===== src/rtl/enc_stream_ctrl.sv =====
// enc_stream_ctrl: registered SECDED (extended Hamming) encoder with a 2-entry
// skid buffer and valid/ready handshaking on both sides.
//
// Optional feature macro: ENC_ERR_INJECT_EN
//   defined   -> adds port inj_mask, XORed into each stored codeword at accept
//   undefined -> pure encoding, no inj_mask port
//
// Codeword layout: codeword[i] (i < DATA_WIDTH-1) is Hamming position i+1,
// power-of-two positions carry check bits, the rest carry data_in in ascending
// order; the MSB is even overall parity across the lower bits.

module enc_stream_ctrl #(
    parameter int DATA_WIDTH = 32,
    localparam int K = (DATA_WIDTH == 8) ? 4 : (DATA_WIDTH == 16) ? 11 : 26
) (
    input  logic                  clk,
    input  logic                  rst,
    input  logic                  enable,
    input  logic                  in_valid,
    output logic                  in_ready,
    input  logic [K-1:0]          data_in,
`ifdef ENC_ERR_INJECT_EN
    input  logic [DATA_WIDTH-1:0] inj_mask,
`endif
    output logic                  out_valid,
    input  logic                  out_ready,
    output logic [DATA_WIDTH-1:0] codeword_out,
    output logic [15:0]           word_cnt
);

    // Number of Hamming check bits and Hamming positions (overall parity excluded)
    localparam int P = (DATA_WIDTH == 8) ? 3 : (DATA_WIDTH == 16) ? 4 : 5;
    localparam int N = DATA_WIDTH - 1;

    localparam logic [1:0] ST_EMPTY = 2'd0;
    localparam logic [1:0] ST_ONE   = 2'd1;
    localparam logic [1:0] ST_TWO   = 2'd2;

    // Hamming position (1-based) that carries data bit idx.
    function automatic int data_pos(input int idx);
        int cnt;
        int res;
        cnt = 0;
        res = 0;
        for (int pos = 1; pos <= N; pos++) begin
            if ((pos & (pos - 1)) != 0) begin
                if (cnt == idx) res = pos;
                cnt++;
            end
        end
        return res;
    endfunction

    // Data positions covered by the check bit at position 2^j.
    function automatic logic [N-1:0] check_mask(input int j);
        logic [N-1:0] m;
        m = '0;
        for (int pos = 1; pos <= N; pos++) begin
            if ((((pos >> j) & 1) == 1) && ((pos & (pos - 1)) != 0)) m[pos-1] = 1'b1;
        end
        return m;
    endfunction

    logic [N-1:0]            data_vec;  // data bits scattered, zeros at check positions
    logic [N-1:0]            ham_vec;   // full Hamming word, positions 1..N
    logic [DATA_WIDTH-1:0]   enc_word;
    logic [DATA_WIDTH-1:0]   store_word;

    logic [1:0]              state_q, state_d;
    logic [DATA_WIDTH-1:0]   main_q, main_d;
    logic [DATA_WIDTH-1:0]   skid_q, skid_d;
    logic                    valid_q;
    logic                    room_q;    // registered "state != TWO", cleared by reset
    logic [15:0]             cnt_q;

    logic                    accept;
    logic                    drain;

    // Scatter data bits into their Hamming positions
    for (genvar k = 0; k < K; k++) begin : g_data
        assign data_vec[data_pos(k)-1] = data_in[k];
        assign ham_vec[data_pos(k)-1]  = data_in[k];
    end

    // Check bits from the data positions each one covers
    for (genvar j = 0; j < P; j++) begin : g_chk
        localparam logic [N-1:0] Mask = check_mask(j);
        assign data_vec[(1<<j)-1] = 1'b0;
        assign ham_vec[(1<<j)-1]  = ^(data_vec & Mask);
    end

    assign enc_word = {^ham_vec, ham_vec};

`ifdef ENC_ERR_INJECT_EN
    assign store_word = enc_word ^ inj_mask;
`else
    assign store_word = enc_word;
`endif

    assign in_ready     = enable && room_q;
    assign out_valid    = valid_q;
    assign codeword_out = main_q;
    assign word_cnt     = cnt_q;

    assign accept = in_valid && in_ready;
    assign drain  = valid_q && out_ready;

    // Next-state and slot updates for the MAIN/SKID buffer
    always_comb begin
        state_d = state_q;
        main_d  = main_q;
        skid_d  = skid_q;
        case (state_q)
            ST_EMPTY: begin
                if (accept) begin
                    main_d  = store_word;
                    state_d = ST_ONE;
                end
            end
            ST_ONE: begin
                if (accept && !drain) begin
                    skid_d  = store_word;
                    state_d = ST_TWO;
                end else if (drain && !accept) begin
                    state_d = ST_EMPTY;
                end else if (accept && drain) begin
                    main_d = store_word;
                end
            end
            ST_TWO: begin
                // in_ready is low here, so only a drain can happen
                if (drain) begin
                    main_d  = skid_q;
                    skid_d  = '0;
                    state_d = ST_ONE;
                end
            end
            default: begin
                state_d = ST_EMPTY;
            end
        endcase
    end

    // State, storage and counter registers with synchronous reset
    always_ff @(posedge clk) begin
        if (rst) begin
            state_q <= ST_EMPTY;
            main_q  <= '0;
            skid_q  <= '0;
            valid_q <= 1'b0;
            room_q  <= 1'b0;
            cnt_q   <= 16'h0000;
        end else begin
            state_q <= state_d;
            main_q  <= main_d;
            skid_q  <= skid_d;
            valid_q <= (state_d != ST_EMPTY);
            room_q  <= (state_d != ST_TWO);
            if (drain) cnt_q <= cnt_q + 16'd1;
        end
    end

endmodule


===== config.mk =====
export PLATFORM = sky130hd
export DESIGN_NAME = enc_stream_ctrl
export DESIGN_NICKNAME = d
export VERILOG_FILES = /design/src/rtl/enc_stream_ctrl.sv
export SDC_FILE = /design/constraint.sdc
export NUM_CORES = 1
export LEC_CHECK = 0
export CAP_MARGIN = 5
export CORE_UTILIZATION = 51
export DETAILED_ROUTE_END_ITERATION = 10
export HOLD_SLACK_MARGIN = 0.03
export PLACE_DENSITY = 0.87
export SYNTH_ARGS = -nofsm -noshare
export SYNTH_HDL_FRONTEND = slang
export SYNTH_SLANG_ARGS = --single-unit

===== constraint.sdc =====
create_clock -name clk -period 2.41 [get_ports clk]
set_clock_uncertainty 0.05 [all_clocks]
set_input_delay 0.6025 -clock clk [delete_from_list [all_inputs] [get_ports clk]]
set_output_delay 0.6025 -clock clk [all_outputs]
set_load 0.01 [all_outputs]

Word level (Yosys, flattened, before mapping)
Cells that the tools add are included.
{"block": "totals", "ff_bits": 84, "input_bits": 31, "out_inout_bits": 50, "elab_cells": 50}
{"block": "op_classes", "add_sub_neg": 1, "eq_ne": 9, "mux": 14, "n_reduce_logical": 20}
{"operator": "2-to-1 mux 32 bit", "count": 7}
{"operator": "parity 31 bit", "count": 6}
{"operator": "case mux 32 bit (3 select lines)", "count": 1}
{"operator": "case mux 32 bit (2 select lines)", "count": 1}
{"operator": "adder 16 x 1 -> 16 bit (second input constant)", "count": 1}
{"operator": "inequality test 2 bit (second input constant)", "count": 7}
{"operator": "2-to-1 mux 2 bit", "count": 4}
{"operator": "logical AND 1 bit", "count": 6}
{"operator": "case mux 2 bit (3 select lines)", "count": 1}
{"operator": "AND reduction 6 bit", "count": 1}
{"operator": "nonzero test 2 bit", "count": 2}
{"operator": "AND reduction 3 bit", "count": 1}
{"operator": "nonzero test 3 bit", "count": 1}
{"operator": "== test 2 x 1 -> 1 bit (second input constant)", "count": 1}
{"operator": "== test 2 bit (second input constant)", "count": 1}
{"operator": "logical NOT 1 bit", "count": 2}
{"operator": "logical NOT 2 bit", "count": 1}

Logic depth before layout (Yosys ltp)
Gate-level depths: netlist of run 1.
{"block": "depth", "depth_word": 8, "ltp_mapped": 8, "depth_no_buf": 6}

Least setup slack after synthesis of run 1
Ideal clock, no wire load.
{"block": "synth_path", "path_kind": "input -> register", "from": "in data_in[17]", "to": "reg main_q[31] (netlist: codeword_out[31])", "setup_ps": 127, "arrival_time_ps": 2065, "required_time_ps": 2233, "slack_ps": 168, "cell_stages": 6, "cell_sequence": "xnor3_1 xnor3_2 xnor3_2 xnor2_2 xnor2_1 o21ai_0"}
{"block": "synth_between", "elab_chain_cells": 6, "word_cells_on_any_way": 10}
{"element": "start: declaration", "line_no": "21", "text": "input logic [K-1:0] data_in,"}
{"element": "parity 31 bit", "line_no": "89", "text": "assign ham_vec[(1<<j)-1] = ^(data_vec & Mask);"}
{"element": "parity 31 bit *", "line_no": "92", "text": "assign enc_word = {^ham_vec, ham_vec};"}
{"element": "2-to-1 mux 32 bit", "line_no": "126", "text": "end else if (accept && drain) begin"}
{"element": "2-to-1 mux 32 bit", "line_no": "124", "text": "end else if (drain && !accept) begin"}
{"element": "2-to-1 mux 32 bit", "line_no": "121", "text": "if (accept && !drain) begin"}
{"element": "case mux 32 bit (3 select lines) *", "line_no": "113", "text": "case (state_q)"}
{"element": "end signal: assignment", "line_no": "155", "text": "main_q <= main_d;"}
{"element": "end: declaration", "line_no": "70", "text": "logic [DATA_WIDTH-1:0] main_q, main_d;"}
Every way passes the cells marked *; elsewhere a longest branch is shown, timed or not. The select of a mux whose other input is x is not followed.
A chain may end at the register's enable or synchronous reset.

Worst setup path after layout of run 1
{"block": "layout_path", "from": "in data_in[0]", "to": "reg skid_q[31]"}
{"block": "layout_between", "elab_chain_cells": 4, "word_cells_on_any_way": 5}
{"element": "parity 31 bit", "line_no": "89"}
{"element": "parity 31 bit *", "line_no": "92"}
{"element": "2-to-1 mux 32 bit *", "line_no": "121"}
{"element": "case mux 32 bit (2 select lines) *", "line_no": "113"}
{"element": "end signal: assignment", "line_no": "156", "text": "skid_q <= skid_d;"}
{"element": "end: declaration", "line_no": "71", "text": "logic [DATA_WIDTH-1:0] skid_q, skid_d;"}
Marked as above.

==> summary.txt, run 1 <==
Outcome
  • Status: finished, violations left
  • Violated checks: setup timing

Timing
  • Max-slew violations: 0
  • Slew @ Worst Pin: about 450 ps
  • Final period util: 1.00
  • Final setup fails: 1
  • Min Tclk post-route: between 2000 and 2500 ps
  • Fmax: just over 400 MHz
  • Hold Slack: around 420 ps
  • RSZ-0062 raised after global routing: true
  • Final worst setup slack: -3.16 ps
  • Hold Vio Cnt, Final: 0
  • Relative slew slack: 0.697

Synth
  • Syn. warnings: 0
  • Async S/R FF share, synth: 0
  • Syn_area_per_cell: 8.59 sq um
  • Largest cells by area after synthesis: dfxtp_1 (44%), nor2_1 (8.6%), nand2_1 (7.5%)
  • Area fraction of the dominant cell type after synthesis: 0.441
  • Yosys top cell by area: dfxtp_1
  • Synth cell count leaders: nor2_1 (87), dfxtp_1 (84), nand2_1 (76), xnor2_1 (32), a311oi_1 (31)
  • Yosys cell types: 29
  • Gate Count Post-Synth: 444
  • Seq/Total Area, Yosys: 0.441
  • Post-synth EDFFs: 0
  • Area of the mapped netlist: roughly 3800 sq um
  • Post-Syn Nets: 476
  • #FFs+latches synth: 84
  • Most common cell in the netlist: nor2_1
  • Top_reg_cell synth: dfxtp_1

Placement
  • Port bufs: 80
  • Pre-CTS setup slack: -490 ps
  • Placed cells: around 640
  • Post-placement cell area: 5050 sq um
  • GP Congestion: about 0.84
  • DP Wirelength: 7.15 mm

Layout
  • Final nets: roughly 590
  • Multi-input gate area: about 2200 sq um
  • Antenna fix cells: 0
  • Non-Filler Instances: about 660
  • Post-Route Utilization: 0.755
  • Register area: roughly 1700 sq um
  • # fillers: between 400 and 500
  • Area grow syn2layout: 43.5%
  • Share of cells above drive strength 1: 0.179
  • Cell area after layout: between 5000 and 6000 sq um

CTS
  • Later-pin clock latency in the skew report: roughly 360 ps
  • CTS tree: yes
  • Max clock buf depth: 2
  • Hold_buf cts: 0
  • H-tree depth: 3
  • Clock transition at path regs: about 80 ps
  • Clock root buffer: clkbuf_8
  • Total CTS buffers: 9
  • Clock sink total: between 80 and 90

Min path
  • HP Class: flop to flop

Critical path
  • Crit. End Element: flop
  • Crit Path Max Fanout: 2
  • Crit path launch type: input port
  • Crit-path cells: buf_8 > xnor3_1 > xnor3_2 > xnor3_2 > xnor2_4 > xnor2_2 > o41ai_2
  • CP Data Required Time: between 2000 and 3000 ps
  • CP peak stage delay: 470 ps
  • Worst path arrival time: approximately 2600 ps
  • CP most frequent cell: xnor3_2
  • Slowest-stage cell, CP: xnor3_2
  • Critical path type: input port to flop

Floorplan
  • Starting Density: 0.526
  • DIE WIDTH: between 80 and 90 um
  • Core ar.: 7250 sq um
  • Die Y: approximately 89 um
  • Ports: 81
  • Die area: slightly below 8000 sq um
  • Num rows: 31

Power
  • Leakage: between 2 and 2.5 nW
  • Power per cell area: a little under 700 nW/um^2
  • Worst vdd ir: between 0.3 and 0.4 mV

Global route
  • Total gr overflow: 0
  • GR Util met3: 0.0737
  • Number of global-route vias before repair: 3572
  • GR peak layer: met2
  • Total GRT Usage: 0.282
  • First-pass GRT wire length: 16.7 mm
  • Pin count of the biggest net entering global routing: 35
  • Met2 Use GR: 0.490
  • Initial antenna violation count: 0
  • Met1 Resource Use GR: 0.309

Detailed routing
  • Routed vias/inst: ~5.6
  • Final WL: between 10 and 15 mm
  • Detail Route Antenna Nets: 0
  • TritonRoute pass-1 iters: 4
  • Per-cell routed wire length: between 15 and 20 um
  • DRC: 0
  • Number of DRC markers in iteration 0: 220
  • Vias: 3687

Run
  • Max cap viols: 0
-- cells in the final DEF (no fill, tap or decap), types with 4 or more instances in the layout --
cell             count
buf_4               50
a22oi_1             29
xor2_1              14
nand2_1             76
xnor3_2              4
xnor2_2             14
dlymetal6s2s_1      11
a21oi_1             11
nand3_1              7
nand4_1              5
clkbuf_8             9
dfxtp_1             84
a311oi_1            31
nor2_1              84
dlygate4sd2_1        7
o21ai_0              6
clkdlybuf4s50_1     58
xnor2_1             17
or3_1                4
-- power by group --
| group | total, mW | switching [mW] | internal, mW |
|---|---|---|---|
| registers | 1.47 | 0.0339 | 1.44 |
| clock network | 1.08 | 0.493 | 0.586 |
| logic | 1.14 | 0.530 | 0.606 |
-- per-stage QoR --
step	power [mW]	setup TNS [ps]
2_1_floorplan	2.03	0
5_1_grt	3.81	-24.7
3_5_place_dp	2.40	-4030
6_report	3.69	-3.16
3_3_place_gp	2.37	-3080
4_1_cts	3.58	0
-- state kept, by name, indices dropped and copies added (netlist names) --
register      cells
state_q           2
skid_q           32
word_cnt         16
codeword_out     32
out_valid         1
room_q            1
-- metal layers --
layer | vias up | part of all wire
met4 | 0 | 0.031
met1 | 1743 | 0.39
met3 | 30 | 0.071
met2 | 162 | 0.51
met5 | - | 0
li1 | 1752 | -
-- worst paths after layout --
path	startpoint	end	slack, ps	depth (start not counted)
min reg2reg	skid_q[15]	skid_q[15]	420	2
min	skid_q[15]	skid_q[15]	420	2
max reg2reg	state_q[1]	codeword_out[14]	560	7
max	data_in[0]	skid_q[31]	-3	7
-- worst max-delay path, delay by kind of cell --
family / cells / cell delay, ps
buf+inv: 1 / 100
xor+xnor: 5 / 1640
compound gates: 1 / 280
-- kinds of logic after synthesis --
group | after synthesis | share of synthesized area
AO/OA/AOI/OAI | 81 | 0.161
XOR/XNOR | 58 | 0.164
adder cells (fa/ha/maj) | 1 | 0.00328
buffers and inverters | 33 | 0.0325
flip-flops | 84 | 0.441
AND/OR/NAND/NOR | 187 | 0.199
-- cell type report --
cell class | instances | area share
clock buffers | 12 | 0.0247
clock inverters | 4 | 0.0135
inverters | 3 | 0.00206
multi-input cells | 327 | 0.400
flip-flops and latches | 84 | 0.307
well taps | 99 | 0.0226
repair buffers | 134 | 0.231
-- what timing repair did --
item / CTS / global route
hold endpoints to repair: 0 / 0
gates resized for setup: 18 / 32
buffers inserted: 1 / 2
endpoints found under the setup margin: 4 / 9
pin swaps: 8 / 11
No activity file was read; power rests on OpenSTA's default activity.
==> run 2, diff against run 1 <==
Settings changed: ABC_CLOCK_PERIOD_IN_PS from default to 2410, GPL_TIMING_DRIVEN from default to 0.
==> summary.txt, run 2 (same netlist as run 1, synthesis figures left out) <==
Layout
  • Final nets: 568 (-3.9%)
  • Commonest non-fill, non-tap cell in the layout: nor2_1
  • # fillers: 546 (+13%)
  • Post-Route Utilization: 0.697 (-0.0581)
  • Commonest non-fill, non-tap cells in the layout: nor2_1 (86), dfxtp_1 (84), nand2_1 (76)
  • Share of cells above drive strength 1: 0.0906 (-0.0885)
  • Area grow syn2layout: 32.5%
  • Antenna fix cells: 0 (unchanged)

Timing
  • Max-slew violations: 0 (unchanged)
  • Slew @ Worst Pin: 648 ps (+194 ps)
  • Final worst setup slack: 27.1 ps (+30.3 ps)
  • Min Tclk post-route: 2380 ps (-30.3 ps)
  • Final setup fails: 0 (-1)
  • Relative slew slack: 0.568 (-0.129)
  • Hold Vio Cnt, Final: 0 (unchanged)
  • Fmax: 420 MHz (+1.3%)
  • Hold Slack: 415 ps (-1.78 ps)
  • Final period util: 0.989 (-0.0126)

CTS
  • Clock transition at path regs: 80 ps (about the same)
  • Total CTS buffers: 9 (unchanged)
  • H-tree depth: 3 (unchanged)
  • Clock sink total: 84 (unchanged)
  • Hold_buf cts: 0 (unchanged)
  • Later-pin clock latency in the skew report: 360 ps (about the same)
  • Clock root buffer: clkbuf_8
  • CTS tree: yes
  • Max clock buf depth: 2 (unchanged)

Global route
  • GR Util met3: 0.0588 (-0.0149)
  • Initial antenna violation count: 0 (unchanged)
  • Total gr overflow: 0 (unchanged)
  • GR peak layer: met2
  • Met2 Use GR: 0.490 (unchanged)
  • Total GRT Usage: 0.279 (-0.00329)
  • Pin count of the biggest net entering global routing: 13 (-63%)
  • Number of global-route vias before repair: 3499 (-2.0%)
  • Met1 Resource Use GR: 0.322 (+0.0132)
  • First-pass GRT wire length: 16.6 mm (-0.71%)

Floorplan
  • DIE WIDTH: 88.5 um (unchanged)
  • Starting Density: 0.526 (unchanged)
  • Num rows: 31 (unchanged)
  • Die Y: 88.5 um (unchanged)
  • Ports: 81 (unchanged)
  • Core ar.: 7250 sq um (unchanged)
  • Die area: 7830 sq um (unchanged)

Detailed routing
  • Detail Route Antenna Nets: 0 (unchanged)
  • Vias: 3615 (-2.0%)
  • DRC: 0 (unchanged)
  • Routed vias/inst: 5.65 (+1.6%)
  • Final WL: 10.6 mm (-5.4%)
  • TritonRoute pass-1 iters: 5 (+1)
  • Number of DRC markers in iteration 0: 254 (+15%)
  • Per-cell routed wire length: 16.6 um (-2.0%)

Min path
  • Hold_sp: skid_q[15]
  • HP Class: flop to flop
  • Worst Hold Depth: 2 (unchanged)
  • Hold worst-path end: skid_q[15]

Critical path
  • Crit. End Element: flop
  • Slowest-stage cell, CP: xnor3_2
  • CP peak stage delay: 440 ps (-30 ps)
  • Crit Path Max Fanout: 4 (+2)
  • CP Data Required Time: 2580 ps (-40 ps)
  • Reg2reg setup slack: 320 ps (-240 ps)
  • Crit path buffers/inverters: 1 (unchanged)
  • CP most frequent cell: xnor2_2
  • FF-to-FF End: codeword_out[11]
  • Top cell family by delay on the critical path: XOR/XNOR gates
  • Worst R2R Start: state_q[0]
  • Crit-path cells: dlygate4sd2_1 > xnor2_2 > xnor3_1 > xnor3_2 > xnor2_2 > xnor2_2 > o21ai_0
  • R2R cell count: 5 (-2)
  • Critical path type: input port to flop
  • Worst path arrival time: 2550 ps (-70 ps)
  • Crit path launch type: input port

Power
  • Worst vdd ir: 0.336 mV (-11%)
  • Power per cell area: 662 nW/um^2 (-1.6%)
  • Leakage: 1.92 nW (-13%)

Placement
  • Port bufs: 80 (unchanged)
  • GP Congestion: 0.862 (+2.9%)
  • Pre-CTS setup slack: -722 ps (-231 ps)
  • DP Wirelength: 7.34 mm (+2.7%)

Run
  • Max cap viols: 0 (unchanged)

Outcome
  • Status: finished clean
## run 2: cell types whose count changed in the layout (fill, tap and decap cells not counted), moves of 4 or more
cell,change
dlygate4sd2_1,+4
clkbuf_1,+16
clkbuf_2,+8
dlymetal6s2s_1,-6
buf_4,-48
## run 2: layer usage
metal / routed length (um) / part of all wire
met5: 0 / 0
met4: 278 / 0.026
met1: 4280 / 0.40
met3: 816 / 0.077
met2: 5250 / 0.49
## run 2: area by class of cell
cell class / instances / area (sq um) / area share
clock inverters: 1 / 5.00 / 0.000990
multi-input cells: 327 / 2120 / 0.420
flip-flops and latches: 84 / 1680 / 0.333
inverters: 3 / 11.3 / 0.00223
well taps: 99 / 124 / 0.0245
repair buffers: 82 / 810 / 0.160
clock buffers: 15 / 176 / 0.0349
plain buffers: 29 / 124 / 0.0245
## run 2: where the power goes
group / internal [mW] / switching, mW
logic: 0.469 / 0.462
clock network: 0.460 / 0.489
registers: 1.44 / 0.0296
total: 2.37 / 0.980
## run 2: per-stage QoR
stage	setup TNS [ps]	instance area [sq um]	instances	power [mW]
floorplan	0	3820	444	2.03
global placement	-22310	4740	623	2.28
detailed placement	-25860	4740	623	2.30
CTS	0	4970	638	3.29
global route	-313	5050	640	3.46
finish	0	5050	640	3.35
## run 2: worst max-delay path by stage
stage / start / endpoint / depth (start not counted)
floorplan: data_in[17] / codeword_out[31] / 6
global placement: data_in[17] / codeword_out[31] / 7
detailed placement: data_in[17] / codeword_out[31] / 7
CTS: data_in[17] / codeword_out[31] / 7
global route: enable / codeword_out[27] / 7
finish: data_in[15] / codeword_out[31] / 7
## run 2: worst reg2reg max path, delay by kind of cell (launching register included)
| kind | cells | cell delay (ps) |
|---|---|---|
| AOI/OAI and AO/OA | 1 | 340 |
| buffers and inverters | 2 | 690 |
| DFF | 1 | 310 |
| and+or+nand+nor | 2 | 590 |
## run 2: repair_timing
action	4_1_cts	5_1_grt
hold endpoints to repair	0	0
endpoints found under the setup margin	44	50
pin swaps	5	5
setup buffers	0	2
gates resized for setup	28	29
